**src/rtl/btb_predictor.sv**
```systemverilog
`default_nettype none
//============================================================================
// Module   : btb_predictor
// Purpose  : Direct-mapped branch target buffer with per-entry saturating
//            direction counters. Supplies the fetch stage with a registered
//            taken/target prediction and is trained by resolved branches.
//            A clear sequencer walks every entry after reset or flush so
//            that all storage has a single write port and no reset, which
//            lets it map onto RAM.
// Revision : 1.0 - initial release
//----------------------------------------------------------------------------
// Ports
//   clk           clock
//   rst_n         synchronous active-low reset
//   lookup_valid  fetch requests a prediction for lookup_pc
//   lookup_pc     fetch PC
//   stall         hold all pred_* outputs, ignore the lookup
//   pred_valid    prediction registers hold a lookup result
//   pred_taken    predict taken
//   pred_target   predicted target (meaningful when pred_taken=1)
//   upd_valid     resolved control-transfer instruction
//   upd_pc        PC of the resolved instruction
//   upd_taken     actual direction
//   upd_target    actual target
//   flush_all     invalidate every entry
//   busy          clear sequence in progress
//============================================================================
module btb_predictor #(
    parameter int ENTRIES = 16,
    parameter int TAG_W   = 8,
    parameter int CTR_W   = 2
) (
    input  logic        clk,
    input  logic        rst_n,
    input  logic        lookup_valid,
    input  logic [31:0] lookup_pc,
    input  logic        stall,
    output logic        pred_valid,
    output logic        pred_taken,
    output logic [31:0] pred_target,
    input  logic        upd_valid,
    input  logic [31:0] upd_pc,
    input  logic        upd_taken,
    input  logic [31:0] upd_target,
    input  logic        flush_all,
    output logic        busy
);

    localparam int                 c_IDX_W    = $clog2(ENTRIES);
    localparam logic [c_IDX_W-1:0] c_LAST_IDX = c_IDX_W'(ENTRIES - 1);
    localparam logic [c_IDX_W-1:0] c_IDX_ONE  = c_IDX_W'(1);
    localparam logic [CTR_W-1:0]   c_CTR_ONE  = CTR_W'(1);
    localparam logic [CTR_W-1:0]   c_CTR_MAX  = '1;
    // Weakly-taken: only the MSB set (equals 1 when CTR_W=1)
    localparam logic [CTR_W-1:0]   c_CTR_WEAK = c_CTR_ONE << (CTR_W - 1);

    typedef enum logic [0:0] {
        S_IDLE  = 1'b0,
        S_CLEAR = 1'b1
    } state_t;

    // ------------------------------------------------------------------
    // Entry storage (no reset; invalidated by the clear sequencer)
    // ------------------------------------------------------------------
    logic               mem_valid_q [ENTRIES];
    logic [TAG_W-1:0]   mem_tag_q   [ENTRIES];
    logic [31:0]        mem_tgt_q   [ENTRIES];
    logic [CTR_W-1:0]   mem_ctr_q   [ENTRIES];

    state_t             state_q, state_d;
    logic [c_IDX_W-1:0] clear_idx_q, clear_idx_d;

    logic               pred_valid_q, pred_valid_d;
    logic               pred_taken_q, pred_taken_d;
    logic [31:0]        pred_target_q, pred_target_d;

    // Only the index and tag fields of either PC are used
    logic w_unused_pc;
    assign w_unused_pc = ^{lookup_pc, upd_pc};

    assign busy = (state_q == S_CLEAR);

    // ------------------------------------------------------------------
    // Lookup read port
    // ------------------------------------------------------------------
    logic [c_IDX_W-1:0] w_lk_idx;
    logic [TAG_W-1:0]   w_lk_tag;
    logic               w_lk_hit;
    logic [CTR_W-1:0]   w_lk_ctr;

    assign w_lk_idx = lookup_pc[c_IDX_W+1:2];
    assign w_lk_tag = lookup_pc[c_IDX_W+1+TAG_W:c_IDX_W+2];
    assign w_lk_hit = mem_valid_q[w_lk_idx] && (mem_tag_q[w_lk_idx] == w_lk_tag);
    assign w_lk_ctr = mem_ctr_q[w_lk_idx];

    always_comb begin
        pred_valid_d  = pred_valid_q;
        pred_taken_d  = pred_taken_q;
        pred_target_d = pred_target_q;
        if (!stall) begin
            pred_valid_d  = lookup_valid;
            pred_taken_d  = lookup_valid && w_lk_hit && w_lk_ctr[CTR_W-1] && !busy;
            pred_target_d = w_lk_hit ? mem_tgt_q[w_lk_idx] : 32'h0;
        end
    end

    always_ff @(posedge clk) begin
        if (!rst_n) begin
            pred_valid_q  <= 1'b0;
            pred_taken_q  <= 1'b0;
            pred_target_q <= 32'h0;
        end else begin
            pred_valid_q  <= pred_valid_d;
            pred_taken_q  <= pred_taken_d;
            pred_target_q <= pred_target_d;
        end
    end

    assign pred_valid  = pred_valid_q;
    assign pred_taken  = pred_taken_q;
    assign pred_target = pred_target_q;

    // ------------------------------------------------------------------
    // Clear sequencer
    // ------------------------------------------------------------------
    always_comb begin
        state_d     = state_q;
        clear_idx_d = clear_idx_q;
        case (state_q)
            S_IDLE: begin
                if (flush_all) begin
                    state_d     = S_CLEAR;
                    clear_idx_d = '0;
                end
            end
            S_CLEAR: begin
                if (flush_all) begin
                    clear_idx_d = '0;
                end else begin
                    clear_idx_d = clear_idx_q + c_IDX_ONE;
                    if (clear_idx_q == c_LAST_IDX) begin
                        state_d = S_IDLE;
                    end
                end
            end
            default: begin
                state_d     = S_CLEAR;
                clear_idx_d = '0;
            end
        endcase
    end

    always_ff @(posedge clk) begin
        if (!rst_n) begin
            state_q     <= S_CLEAR;
            clear_idx_q <= '0;
        end else begin
            state_q     <= state_d;
            clear_idx_q <= clear_idx_d;
        end
    end

    // ------------------------------------------------------------------
    // Update read port and single shared write port
    // ------------------------------------------------------------------
    logic [c_IDX_W-1:0] w_up_idx;
    logic [TAG_W-1:0]   w_up_tag;
    logic               w_up_hit;
    logic [CTR_W-1:0]   w_up_ctr;
    logic               w_up_en;

    assign w_up_idx = upd_pc[c_IDX_W+1:2];
    assign w_up_tag = upd_pc[c_IDX_W+1+TAG_W:c_IDX_W+2];
    assign w_up_hit = mem_valid_q[w_up_idx] && (mem_tag_q[w_up_idx] == w_up_tag);
    assign w_up_ctr = mem_ctr_q[w_up_idx];
    // A flush in the same cycle wins over the update
    assign w_up_en  = upd_valid && !busy && !flush_all;

    logic               w_we;
    logic [c_IDX_W-1:0] w_waddr;
    logic               w_wvalid;
    logic [TAG_W-1:0]   w_wtag;
    logic [31:0]        w_wtgt;
    logic [CTR_W-1:0]   w_wctr;

    always_comb begin
        w_we     = 1'b0;
        w_waddr  = clear_idx_q;
        w_wvalid = 1'b0;
        w_wtag   = '0;
        w_wtgt   = 32'h0;
        w_wctr   = '0;
        // Storage is left untouched while reset is held; the sequence
        // started on release takes care of invalidation.
        if (rst_n) begin
            if (busy) begin
                w_we = 1'b1;
            end else if (w_up_en) begin
                w_waddr = w_up_idx;
                if (w_up_hit) begin
                    w_we     = 1'b1;
                    w_wvalid = 1'b1;
                    w_wtag   = w_up_tag;
                    if (upd_taken) begin
                        w_wtgt = upd_target;
                        w_wctr = (w_up_ctr == c_CTR_MAX) ? w_up_ctr : w_up_ctr + c_CTR_ONE;
                    end else begin
                        w_wtgt = mem_tgt_q[w_up_idx];
                        w_wctr = (w_up_ctr == '0) ? w_up_ctr : w_up_ctr - c_CTR_ONE;
                    end
                end else if (upd_taken) begin
                    w_we     = 1'b1;
                    w_wvalid = 1'b1;
                    w_wtag   = w_up_tag;
                    w_wtgt   = upd_target;
                    w_wctr   = c_CTR_WEAK;
                end
            end
        end
    end

    always_ff @(posedge clk) begin
        if (w_we) begin
            mem_valid_q[w_waddr] <= w_wvalid;
            mem_tag_q[w_waddr]   <= w_wtag;
            mem_tgt_q[w_waddr]   <= w_wtgt;
            mem_ctr_q[w_waddr]   <= w_wctr;
        end
    end

endmodule
`default_nettype wire

```
**config.mk**
```make
export PLATFORM = sky130hd
export DESIGN_NAME = btb_predictor
export DESIGN_NICKNAME = d
export VERILOG_FILES = /design/src/rtl/btb_predictor.sv
export SDC_FILE = /design/constraint.sdc
export NUM_CORES = 1
export LEC_CHECK = 0
export BUFFER_PORTS_ARGS = -buffer_cell sky130_fd_sc_hd__buf_2
export CAP_MARGIN = 20
export CORE_MARGIN = 2
export CORE_UTILIZATION = 44
export CTS_CLUSTER_SIZE = 30
export DETAILED_ROUTE_END_ITERATION = 8
export GPL_ROUTABILITY_DRIVEN = 0
export PLACE_DENSITY_LB_ADDON = 0.15
export SETUP_SLACK_MARGIN = 0.3
export SYNTH_ARGS = -nofsm -noshare
export SYNTH_HDL_FRONTEND = slang
export SYNTH_SLANG_ARGS = --single-unit
```
**constraint.sdc**
```tcl
create_clock -name clk -period 8.11 [get_ports clk]
set_clock_uncertainty 0.05 [all_clocks]
set_input_delay 1.622 -clock clk [delete_from_list [all_inputs] [get_ports clk]]
set_output_delay 1.622 -clock clk [all_outputs]
set_load 0.005 [all_outputs]
```
# After elaboration in Yosys (flattened, before gate mapping)
# Memory sizes are Yosys's and may differ from the RTL's.
# Cells that the tools add are included.
[word_totals]
n_memories = 4
input_bits = 103
register_bits = 39
ram_bits = 688
output_inout_bits = 35
elab_cells = 67
[classes]
n_eq_ne = 5
muxes = 39
reduce_logical = 10
addsub = 3
bitwise = 1
[memory_table]
columns = ["name", "words", "word_bits", "rd", "rd_clocked_by_memory_dff", "write_ports", "line", "text"]
rows = [
  ["mem_tgt_q", 16, 32, 2, 0, 1, "67", "logic [31:0] mem_tgt_q [ENTRIES];"],
  ["mem_tag_q", 16, 8, 2, 0, 1, "66", "logic [TAG_W-1:0] mem_tag_q [ENTRIES];"],
  ["mem_ctr_q", 16, 2, 2, 0, 1, "68", "logic [CTR_W-1:0] mem_ctr_q [ENTRIES];"],
  ["mem_valid_q", 16, 1, 2, 0, 1, "65", "logic mem_valid_q [ENTRIES];"],
]
[op_table]
columns = ["cell", "n"]
rows = [
  ["$mux 32", 7],
  ["$mux 8", 5],
  ["$mux 4", 5],
  ["$eq 8x8->1", 2],
  ["$mux 2", 8],
  ["$mux 1", 12],
  ["$pmux 4 s2", 1],
  ["$logic_and 1x1->1", 7],
  ["$add 4x1->4 const B", 1],
  ["$eq 4x4->1 const B", 1],
  ["$add 2x1->2 const B", 1],
  ["$eq 2x2->1 const B", 1],
  ["$logic_not 1->1", 2],
  ["$logic_not 2->1", 1],
  ["$ne 2x2->1 const B", 1],
  ["$pmux 1 s2", 1],
  ["$sub 2x1->2 const B", 1],
  ["$not 1->1", 1],
]

# Longest topological paths before layout
# An unclocked memory read counts as a cell.
[depth]
word_depth = 9
mapped_depth = 11
mapped_depth_nobuf = 7

# Least setup slack after synthesis
# No wires, ideal clock.
[synth_timing]
kind = "input to register"
from = "input upd_pc[3]"
to = "memory mem_ctr_q[0][0], enable pin"
path_slack_ns = 1.065
setup_ns = 0.503
path_stages = 9
required_ns = 7.557
path_buffers = 3
t_arrival_ns = 6.492
path_cell_list = "buf_2 > clkbuf_1 > mux4_2 > a221oi_1 > xor2_1 > o211a_1 > a31oi_1 > buf_2 > o21ai_0"
[synth_between]
elab_chain_cells = 9
word_cells_on_any_way = 13
cone_classes = "eq/ne: 1; mux: 9; reduce/logical: 1; memory: 2"
[synth_lines]
columns = ["item", "line", "text"]
rows = [
  ["start: declaration", "42", "input logic [31:0] upd_pc,"],
  ["$mem_v2 16x8", "--", ""],
  ["$eq 8x8->1", "174", "assign w_up_hit = mem_valid_q[w_up_idx] && (mem_tag_q[w_up_idx] == w_up_tag);"],
  ["$logic_and 1x1->1", "174", ""],
  ["$mux 1", "200", "if (w_up_hit) begin"],
  ["$mux 1", "198", "end else if (w_up_en) begin"],
  ["$mux 1", "196", "if (busy) begin"],
  ["$mux 1", "195", "if (rst_n) begin"],
  ["$mux 1", "223", "if (w_we) begin"],
  ["$mux 1 (not written as such)", "227", "mem_ctr_q[w_waddr] <= w_wctr;"],
  ["end: declaration", "68", ""],
]
# Several ways; a longest one is shown, not always the timed one.

# Worst setup path in the final report
[layout_timing]
from = "input upd_pc[4]"
to = "memory mem_tgt_q[9][12], enable pin"
[layout_between]
elab_chain_cells = 9
word_cells_on_any_way = 13
cone_classes = "eq/ne: 1; mux: 9; reduce/logical: 1; memory: 2"
[layout_lines]
columns = ["item", "line", "text"]
rows = [
  ["$mem_v2 16x8", "--", ""],
  ["$eq 8x8->1", "174", ""],
  ["$logic_and 1x1->1", "174", ""],
  ["$mux 1", "200", ""],
  ["$mux 1", "198", ""],
  ["$mux 1", "196", ""],
  ["$mux 1", "195", ""],
  ["$mux 1", "223", ""],
  ["$mux 1 (not written as such)", "226", "mem_tgt_q[w_waddr] <= w_wtgt;"],
  ["end: declaration", "67", ""],
]
# Several ways; a longest one is shown, not always the timed one.

==> run metrics <==
worst-path fanout max=26; placed cell count=2,743; RSZ-0062 raised after global routing=no; TritonCTS clock tree=built; Final Setup Violations=0; Max stage delay on crit path=850 ps; run status=complete, no violations; Final Core Density=between 50% and 60%; Synth Area per Inst=20.3 um^2; Cell variety after synth=47; CTS Sinks=727; initial antenna violation count=2; CP Class=in2reg; Final nets=1,901; Worst Hold Class=reg2reg; DR vias=approximately 18k; Synth top area share=61.3%; Syn. warnings=0; Hold Vio Cnt, Final=0; root buffer cell=clkbuf_16; Critical Path AT=between 6000 and 7000 ps; Layout Cells excl Fill=approximately 2.9k; WL final=90,400 um; Worst Tran Pin Value=1180 ps; Seq/Total Area, Yosys=a little under two thirds; fmax=0.165 GHz; IO Count=138; GRT Overall Usage=23.5%; fraction of registers with async set/reset=0%; Post-CTS Setup Bufs=0; register bit total from synthesis=727; std cell rows=101; vias per cell=6.24; MaxCap Viol Count=0; grt ovf=0; synthesis-to-finish area growth=14.5%; Post-Place Worst Slack=1440 ps; vias in the first global route=roughly 19k; Crit-path slowest cell=buf_2; die width=roughly 280 um; Peak VDD IR=0.178 mV; syn nets=1,763; fill cell count=6,071; CP top delay family=buffers and inverters; clock slew at reported path FFs=60 ps; required time of the worst setup path=8320 ps; crit-path cells=buf_2 -> buf_4 -> nor2b_1 -> a22o_1 -> a221oi_1 -> xor2_1 -> o211a_1 -> a31oi_4 -> buf_4 -> o21ai_4 -> buf_4; chip height=281 um; clock latency on the worst-skew pair=620 ps; htree depth=3; startpoint types=primary input; Post-Syn Area=33,700 um^2; P per Cell Area=213 nW/um^2; largest net degree at the start of global routing=105; EDFF count, synth=688; final worst path period share=74.8%; WL per Instance=31.3 um; most frequent CP cell=buf_4; Top FF cell, synth=edfxtp_1; setup TNS=0 ps; n_diodes=0; CP Buf/Inv Count=4; Slew Limit Fails=0; Slew headroom=21.6%; worst setup margin=2040 ps; global-route wire length before repair=~130,000 um; DRC=0; Detail Route Antenna Nets=0; # hold bufs at CTS=0; initial drt markers=1,726; Syn Inst Count=1,659; Longest Clk Path Bufs=3; die area=between 70,000 and 80,000 um^2; DRT Pass-1 Iters=5; Tmin final=6070 ps; leakage=around 0.014 uW; core region area=75,900 um^2; I/O Buffers=97; Worst setup EP type=register; Synth area leader=edfxtp_1; total CTS buffers=80; Final HPWL DP=between 50,000 and 60,000 um; ranking of synthesized cells by area=edfxtp_1 (61%), mux4_2 (27%), dfxtp_1 (2.3%); initial core utilization=44.4%; layout cell share with drive strength beyond 1=about two fifths; number of gates resized after CTS=0
## flip-flops by register name, indices dropped and copies added (netlist names)
signal,cells
mem_tgt_q,512
mem_tag_q,128
mem_ctr_q,32
pred_target,32
mem_valid_q,16
clear_idx_q,4
busy,1
pred_taken,1
pred_valid,1
## final timing paths
kind	cells past startpoint	endpoint	slack (ps)	from
worst max-delay path	11	mem_tgt_q[9][12]$_DFFE_PP_	2040	upd_pc[4]
worst min-delay path	2	pred_target[15]$_SDFFE_PN0N_	400	pred_target[15]$_SDFFE_PN0N_
worst max register to register	9	mem_tgt_q[9][12]$_DFFE_PP_	3970	mem_tag_q[7][0]$_DFFE_PP_
worst min register to register	2	pred_target[15]$_SDFFE_PN0N_	400	pred_target[15]$_SDFFE_PN0N_
## worst min-delay path, stage by stage (launching register included)
cell and delay, ps:
dfxtp_1 320, nand2_1 60, o21ai_2 40
## metal layers
metal  global-route usage, %  wire (um)  vias up
li1                        -          -     7431
met1                    32.9      37500     9768
met2                    38.6      44700      694
met3                    4.52       6530      121
met4                    5.24       1720        0
met5                       0          0        -
## logic make-up (layout without fill, tap and decap cells)
family / count (synthesis) / in the layout / synth area share, %
buf+inv: 134 / 334 / 1.84
compound gates: 99 / 99 / 2.19
flops: 727 / 727 / 63.6
mux: 472 / 472 / 28.7
fa+ha+maj: 2 / 2 / 0.0668
simple gates: 203 / 203 / 2.99
xor+xnor: 22 / 22 / 0.571
## cell type report
type | instances | area [um^2] | share of cell area (%)
clock buffer | 101 | 2170 | 5.63
clock inverter | 43 | 483 | 1.25
inverter | 5 | 18.8 | 0.0486
multi-input combinational | 798 | 11900 | 30.7
sequential | 727 | 21400 | 55.5
tap | 1030 | 1290 | 3.34
timing repair buffer | 185 | 1340 | 3.46
## cells in the final DEF (no fill, tap or decap), drive strengths merged, types with 7 or more instances in the layout
cell type    n
edfxtp     688
mux4       397
buf        184
clkbuf     102
mux2i       75
nand2       71
o21ai       50
dfxtp       39
nor3        37
nand2b      33
clkinv      27
nor2        24
xnor2       17
nor3b       14
a22oi       12
bufinv      10
a31oi        7
inv          7
## Yosys cell counts (2+ instances only)
| master | n |
|---|---|
| o211ai_1 | 2 |
| a22o_1 | 6 |
| a31oi_1 | 7 |
| nand2b_1 | 33 |
| nor3_1 | 37 |
| nand3_1 | 6 |
| a21o_1 | 2 |
| a211oi_1 | 3 |
| o211a_1 | 3 |
| xor2_1 | 5 |
| mux4_2 | 397 |
| nor2b_1 | 5 |
| clkbuf_1 | 68 |
| o21ai_2 | 30 |
| and2_1 | 4 |
| a221oi_1 | 5 |
| nor3b_1 | 14 |
| inv_1 | 4 |
| xnor2_1 | 17 |
| dfxtp_1 | 39 |
| buf_1 | 11 |
| buf_4 | 10 |
| nor2_1 | 24 |
| a21oi_1 | 4 |
| mux2i_1 | 75 |
| nand4_1 | 2 |
| edfxtp_1 | 688 |
| buf_2 | 35 |
| o21ai_0 | 20 |
| buf_6 | 5 |
| nand2_1 | 71 |
| a22oi_1 | 12 |
## stage by stage
step	hold slack (ps)	cell area (um^2)	total power, uW
floorplan	399	33700	4460
global placement	381	35900	4600
detailed placement	388	35900	4600
CTS	402	38600	8290
global route	418	38600	8460
finish	397	38600	8210
## report_power, final
group	internal, uW	switching (uW)	total (uW)
Combinational	189	251	440
Sequential	4070	8.31	4080
Clock	2210	1480	3690
Total	6470	1740	8210
Note: power is estimated with default switching activity, not from simulation.
